--- src/rtl/shift_pkg.sv ---
// Shared encodings and default sizes for the multi-cycle shift unit.
// Optional carry output is enabled with SHIFT_SEQ_CARRY_EN.
package shift_pkg;

    localparam int unsigned WIDTH = 16;
    localparam int unsigned AMT_W = 4;

    // Same op encoding as the single-position datapath shifter
    typedef enum logic [1:0] {
        SH_PASS = 2'b00,
        SH_LSL  = 2'b01,
        SH_LSR  = 2'b10,
        SH_ASR  = 2'b11
    } shift_op_e;

    typedef enum logic [1:0] {
        IDLE  = 2'b00,
        SHIFT = 2'b01,
        FIN   = 2'b10
    } state_e;

endpackage

--- src/rtl/shift_seq_if.sv ---
// Request/result bundle between the controller and shift_seq.
// The cout signal exists only when SHIFT_SEQ_CARRY_EN is defined.
interface shift_seq_if
    import shift_pkg::*;
#(
    parameter int unsigned WIDTH = shift_pkg::WIDTH,
    parameter int unsigned AMT_W = shift_pkg::AMT_W
) ();

    logic             start;
    logic [WIDTH-1:0] in;
    logic [1:0]       shift;
    logic [AMT_W-1:0] amt;
    logic             busy;
    logic             done;
    logic [WIDTH-1:0] sout;
`ifdef SHIFT_SEQ_CARRY_EN
    logic             cout;
`endif

`ifdef SHIFT_SEQ_CARRY_EN
    modport master (output start, in, shift, amt, input busy, done, sout, cout);
    modport slave  (input start, in, shift, amt, output busy, done, sout, cout);
`else
    modport master (output start, in, shift, amt, input busy, done, sout);
    modport slave  (input start, in, shift, amt, output busy, done, sout);
`endif

endinterface

--- src/rtl/shift_step.sv ---
// Combinational single-position shift step; the shifted-out bit port is
// present only when SHIFT_SEQ_CARRY_EN is defined.
module shift_step
    import shift_pkg::*;
#(
    parameter int unsigned WIDTH = shift_pkg::WIDTH
) (
    input  logic [WIDTH-1:0] data_i,
    input  shift_op_e        op_i,
`ifdef SHIFT_SEQ_CARRY_EN
    output logic             out_bit_o,
`endif
    output logic [WIDTH-1:0] data_o
);

    logic out_bit;

    always_comb begin
        data_o  = data_i;
        out_bit = 1'b0;
        unique case (op_i)
            SH_PASS: begin
                data_o  = data_i;
                out_bit = 1'b0;
            end
            SH_LSL: begin
                data_o  = {data_i[WIDTH-2:0], 1'b0};
                out_bit = data_i[WIDTH-1];
            end
            SH_LSR: begin
                data_o  = {1'b0, data_i[WIDTH-1:1]};
                out_bit = data_i[0];
            end
            SH_ASR: begin
                data_o  = {data_i[WIDTH-1], data_i[WIDTH-1:1]};
                out_bit = data_i[0];
            end
            default: begin
                data_o  = data_i;
                out_bit = 1'b0;
            end
        endcase
    end

`ifdef SHIFT_SEQ_CARRY_EN
    assign out_bit_o = out_bit;
`else
    logic unused_out_bit;
    assign unused_out_bit = out_bit;
`endif

endmodule

--- src/rtl/shift_seq.sv ---
// Multi-cycle LSL/LSR/ASR unit: one bit position per clock, start/done handshake.
// Define SHIFT_SEQ_CARRY_EN to add the cout (last shifted-out bit) output.
module shift_seq
    import shift_pkg::*;
#(
    parameter int unsigned WIDTH = shift_pkg::WIDTH,
    parameter int unsigned AMT_W = shift_pkg::AMT_W
) (
    input  logic      clk,
    input  logic      reset,
    shift_seq_if.slave bus
);

    state_e           state_q, state_d;
    shift_op_e        op_q, op_d;
    logic [WIDTH-1:0] sout_q, sout_d;
    logic [AMT_W-1:0] cnt_q, cnt_d;
    logic             busy_q, busy_d;
    logic             done_q, done_d;
    logic [WIDTH-1:0] step_data;
`ifdef SHIFT_SEQ_CARRY_EN
    logic             cout_q, cout_d;
    logic             step_bit;
`endif

    shift_step #(.WIDTH(WIDTH)) u_step (
        .data_i    (sout_q),
        .op_i      (op_q),
`ifdef SHIFT_SEQ_CARRY_EN
        .out_bit_o (step_bit),
`endif
        .data_o    (step_data)
    );

    always_ff @(posedge clk) begin
        if (reset) begin
            state_q <= IDLE;
            op_q    <= SH_PASS;
            sout_q  <= '0;
            cnt_q   <= '0;
            busy_q  <= 1'b0;
            done_q  <= 1'b0;
`ifdef SHIFT_SEQ_CARRY_EN
            cout_q  <= 1'b0;
`endif
        end else begin
            state_q <= state_d;
            op_q    <= op_d;
            sout_q  <= sout_d;
            cnt_q   <= cnt_d;
            busy_q  <= busy_d;
            done_q  <= done_d;
`ifdef SHIFT_SEQ_CARRY_EN
            cout_q  <= cout_d;
`endif
        end
    end

    // busy/done are registered decodes of the next state so they align with state_q
    always_comb begin
        state_d = state_q;
        op_d    = op_q;
        sout_d  = sout_q;
        cnt_d   = cnt_q;
`ifdef SHIFT_SEQ_CARRY_EN
        cout_d  = cout_q;
`endif
        unique case (state_q)
            IDLE: begin
                if (bus.start) begin
                    sout_d = bus.in;
                    op_d   = shift_op_e'(bus.shift);
                    cnt_d  = bus.amt;
`ifdef SHIFT_SEQ_CARRY_EN
                    cout_d = 1'b0;
`endif
                    if ((bus.amt != '0) && (bus.shift != SH_PASS)) state_d = SHIFT;
                    else                                           state_d = FIN;
                end
            end
            SHIFT: begin
                sout_d = step_data;
                cnt_d  = cnt_q - AMT_W'(1);
`ifdef SHIFT_SEQ_CARRY_EN
                cout_d = step_bit;
`endif
                if (cnt_q == AMT_W'(1)) state_d = FIN;
            end
            FIN:     state_d = IDLE;
            default: state_d = IDLE;
        endcase
        busy_d = (state_d == SHIFT);
        done_d = (state_d == FIN);
    end

    assign bus.busy = busy_q;
    assign bus.done = done_q;
    assign bus.sout = sout_q;
`ifdef SHIFT_SEQ_CARRY_EN
    assign bus.cout = cout_q;
`endif

endmodule

--- src/flat_wrapper.sv ---
// flat-port wrapper written by rule: the top's interface ports become plain ports
module shift_seq_flat import shift_pkg::*;
#(
    parameter int unsigned WIDTH = shift_pkg::WIDTH,
    parameter int unsigned AMT_W = shift_pkg::AMT_W
)
  (clk, reset, bus_start, bus_in, bus_shift, bus_amt, bus_busy, bus_done, bus_sout);
  shift_seq_if #(.WIDTH(WIDTH), .AMT_W(AMT_W)) bus_i ();
  input  logic clk;
  input  logic reset;
  input wire logic [$bits(bus_i.start)-1:0] bus_start;
  input wire logic [$bits(bus_i.in)-1:0] bus_in;
  input wire logic [$bits(bus_i.shift)-1:0] bus_shift;
  input wire logic [$bits(bus_i.amt)-1:0] bus_amt;
  output wire logic [$bits(bus_i.busy)-1:0] bus_busy;
  output wire logic [$bits(bus_i.done)-1:0] bus_done;
  output wire logic [$bits(bus_i.sout)-1:0] bus_sout;
  assign bus_i.start = bus_start;
  assign bus_i.in = bus_in;
  assign bus_i.shift = bus_shift;
  assign bus_i.amt = bus_amt;
  assign bus_busy = bus_i.busy;
  assign bus_done = bus_i.done;
  assign bus_sout = bus_i.sout;
  shift_seq #(.WIDTH(WIDTH), .AMT_W(AMT_W)) u_core (.clk(clk), .reset(reset), .bus(bus_i));
endmodule
--- config.mk ---
export PLATFORM = sky130hd
export DESIGN_NAME = shift_seq_flat
export DESIGN_NICKNAME = d
export VERILOG_FILES = /design/src/rtl/shift_pkg.sv /design/src/rtl/shift_seq_if.sv /design/src/rtl/shift_step.sv /design/src/rtl/shift_seq.sv /design/src/flat_wrapper.sv
export SDC_FILE = /design/constraint.sdc
export NUM_CORES = 1
export LEC_CHECK = 0
export CORE_MARGIN = 5
export CORE_UTILIZATION = 34
export DETAILED_ROUTE_END_ITERATION = 10
export DONT_BUFFER_PORTS = 1
export PLACE_DENSITY = 0.46
export SYNTH_ARGS = -nofsm -noshare
export SYNTH_HDL_FRONTEND = slang
export SYNTH_SLANG_ARGS = --single-unit
--- constraint.sdc ---
create_clock -name clk -period 2.2 [get_ports clk]
set_clock_uncertainty 0.15 [all_clocks]
set_input_delay 0.44 -clock clk [delete_from_list [all_inputs] [get_ports clk]]
set_output_delay 0.44 -clock clk [all_outputs]
set_load 0.02 [all_outputs]
==> impl_metrics.csv, run 1 <==
group,metric,value,unit
logic_synthesis,ys.warnings.count,0,
setup_path,crit_required,2.25,ns
run_status,status,"finished clean",
logic_synthesis,netlist_instances,152,
final_layout,final_common_cell,"dfxtp_1",
global_route,grt_pass1_wl,5375,um
final_layout,antenna_cells,0,
timing,fin_setup_tns,0,ns
clock_tree,cts_root_buffer,"clkbuf_8",
logic_synthesis,ys_ff_latch,26,
global_route,overflow,0,
timing,rsz0062_at_grt,"false",
timing,hold_viol,0,
clock_tree,path_clk_slew,0.09,ns
timing,max-slew-margin-rel,53.03,%
global_route,track_usage,12.38,%
setup_path,cp.arrival,1.97,ns
setup_path,endpoint_kind,"flip-flop",
logic_synthesis,syn_nets,179,
timing,timing_worst_slew_pin_value,0.7046,ns
setup_path,rr_endpoint,"u_core.bus.sout[6]",
setup_path,path_buf_inv,0,
setup_path,path_class,"flip-flop to flip-flop",
logic_synthesis,syn-mean-instance-area,9.170,um2
setup_path,max_stage_delay,0.82,ns
setup_path,slowest_stage,"or4_1",
drt,drt_iter0_drc,58,
pwr,p_leak,0.0005136,uW
final_layout,drive_above_1_share,14.19,%
floorplan,ioPinCount,43,
global_route,grt_pass1_vias,1059,
setup_path,ff2ff_setup_slack,0.28,ns
worst_hold_path,hp-class,"primary input to flip-flop",
final_layout,num-fill-cells,411,
setup_path,reg2reg_from,"u_core.state_q[0]",
setup_path,crit_path_start_kind,"flip-flop",
floorplan,rows,23,
logic_synthesis,ys_seq_area_share,37.34,%
setup_path,path_max_fanout,14,
pwr,max-vdd-ir-drop,379.0,uV
place,portBuffers,0,
drt,wl_per_cell,16.45,um
drt,remaining_drc_errors,0,
worst_hold_path,whs_endpoint,"u_core.cnt_q[0]",
pwr,p_per_area,836.5,nW/um2
clock_tree,hold_buffers,0,
timing,finalCriticalPeriod,1.923,ns
drt,ant_nets,0,
logic_synthesis,netlist_area,1394,um2
clock_tree,clock_path_buffers,2,
worst_hold_path,hold_start,"reset",
timing,final_max_slew_viol_count,0,
run,max_cap_viol_count,0,
final_layout,layout.nets,176,
setup_path,r2r_cells,3,
logic_synthesis,synth_cell_types,31,
place,place_area,1419,um2
floorplan,core-area,4000,um2
setup_path,cp_cell_sequence,"nor3b_2, or4_1, o2bb2ai_1",
drt,vias,1055,
place,hpwl,2400,um
setup_path,crit_family,"simple AND/OR/NAND/NOR gates",
global_route,grt_start_max_net_pins,30,
final_layout,syn_to_final_growth,6.912,%
floorplan,die-width,74.03,um
clock_tree,cts_tree,"done",
clock_tree,cts.sinks,26,
final_layout,fin_area,1490,um2
clock_tree,ctsResizeCount,0,
drt,routed_wirelength,3257,um
final_layout,most-common-layout-cells,"26 x dfxtp_1, 24 x nor2_1, 19 x a21oi_1",
timing,timing.fmax,520.1,MHz
timing,setup_viol,0,
drt,viasPerCell,5.328,
clock_tree,numCtsBuffers,3,
pwr,p_total,1247,uW
timing,hold_slack,0.07500,ns
timing,layout_worst_path_cycle_share,87.40,%
worst_hold_path,whs_path_depth,1,
floorplan,start_util,34.85,%
clock_tree,clk_latency,0.27,ns
floorplan,die_h,74.03,um
drt,drt-pass1-iter-count,4,
place,gp_congestion,0.7511,
floorplan,die-area,5480,um2
global_route,antenna_found_initial,0,
clock_tree,cts_max_level,1,
clock_tree,cts_setup_buffers,0,
[logic make-up (layout without fill, tap and decap cells)]
family	count (synthesis)	in the layout	share of synthesized area, %
AOI/OAI and AO/OA	46	46	26.48
and+or+nand+nor	43	43	14.90
DFF	26	26	37.34
muxes	17	17	12.30
buffers and inverters	16	12	5.924
adders and majority gates	2	2	1.795
xor gates and xnor gates	2	2	1.257
[registers in the layout (all words and copies together), names as in the netlist]
register	cells
u_core.bus.sout	16
u_core.cnt_q	4
u_core.op_q	2
u_core.state_q	2
u_core.bus.busy	1
u_core.bus.done	1
[worst max-delay path by stage]
stage / slack (ns) / startpoint / depth (start not counted) / end
2_1_floorplan: 0.65 / u_core.op_q[1] / 6 / u_core.bus.sout[10]
3_3_place_gp: 0.35 / u_core.state_q[0] / 3 / u_core.bus.sout[7]
3_5_place_dp: 0.30 / u_core.state_q[0] / 3 / u_core.bus.sout[6]
4_1_cts: 0.27 / u_core.state_q[0] / 3 / u_core.bus.sout[6]
5_1_grt: 0.15 / u_core.state_q[0] / 3 / u_core.bus.sout[6]
6_report: 0.28 / u_core.state_q[0] / 3 / u_core.bus.sout[6]
[cells in the mapped netlist]
| cell | count | area [um2] |
|---|---|---|
| dfxtp_1 | 26 | 520.5 |
| nor2_1 | 24 | 90.09 |
| a21oi_1 | 19 | 95.09 |
| mux2i_1 | 16 | 160.2 |
| o2bb2ai_2 | 10 | 150.1 |
| buf_2 | 6 | 30.03 |
| a211oi_1 | 4 | 30.03 |
| clkbuf_1 | 4 | 15.01 |
| inv_1 | 4 | 15.01 |
| nor3_1 | 4 | 20.02 |
| o2bb2ai_1 | 4 | 35.03 |
| nor2b_1 | 3 | 18.77 |
| o21ai_0 | 3 | 15.01 |
| a31oi_1 | 2 | 12.51 |
| buf_6 | 2 | 22.52 |
| ha_1 | 2 | 25.02 |
| nand2_1 | 2 | 7.510 |
| nand3_1 | 2 | 10.01 |
| o22ai_1 | 2 | 12.51 |
| xnor2_1 | 2 | 17.52 |
| a22oi_1 | 1 | 7.510 |
| and3_1 | 1 | 6.260 |
| mux2_2 | 1 | 11.26 |
| nand2b_1 | 1 | 6.260 |
| nand3b_1 | 1 | 7.510 |
| nor3b_2 | 1 | 12.51 |
| nor4_1 | 1 | 6.260 |
| o221a_2 | 1 | 11.26 |
| or3_1 | 1 | 6.260 |
| or3b_1 | 1 | 8.760 |
| or4_1 | 1 | 7.510 |
[cell type report]
cell class	count	area, um2	share of cell area (%)
clock buffer	3	41.29	2.771
multi-input combinational	110	790.8	53.06
clock inverter	1	30.03	2.015
sequential	26	520.5	34.93
inverter	4	15.01	1.008
timing repair buffer	4	30.03	2.015
tap	50	62.56	4.198
[layer usage]
layer | wire length [um] | up-vias | track usage, %
li1 | - | 543 | -
met1 | 1505 | 477 | 17.68
met2 | 1395 | 31 | 17.22
met3 | 318 | 4 | 4.730
met4 | 38 | 0 | 3.622
met5 | 0 | - | 0
[through the flow]
step	utilization, %	setup WS, ns	instances
after floorplan	-	0.6496	152
after global placement	35.47	0.3493	194
after detailed placement	35.47	0.3049	194
after CTS	37.25	0.2677	198
after global routing	37.25	0.1520	198
final	37.25	0.2772	198
[report_power, final]
part           switching (uW)  internal, uW
clock                     154           244
combinational             120           103
sequential                105           520
total                     380           867
Note: power is estimated with default switching activity, not from simulation.
==> inputs of run 2 (changes only) <==
ABC_AREA = 0   (was not set)
==> results of run 2 <==
Same layout as run 1: the final DEF is identical, and so are final timing and power.
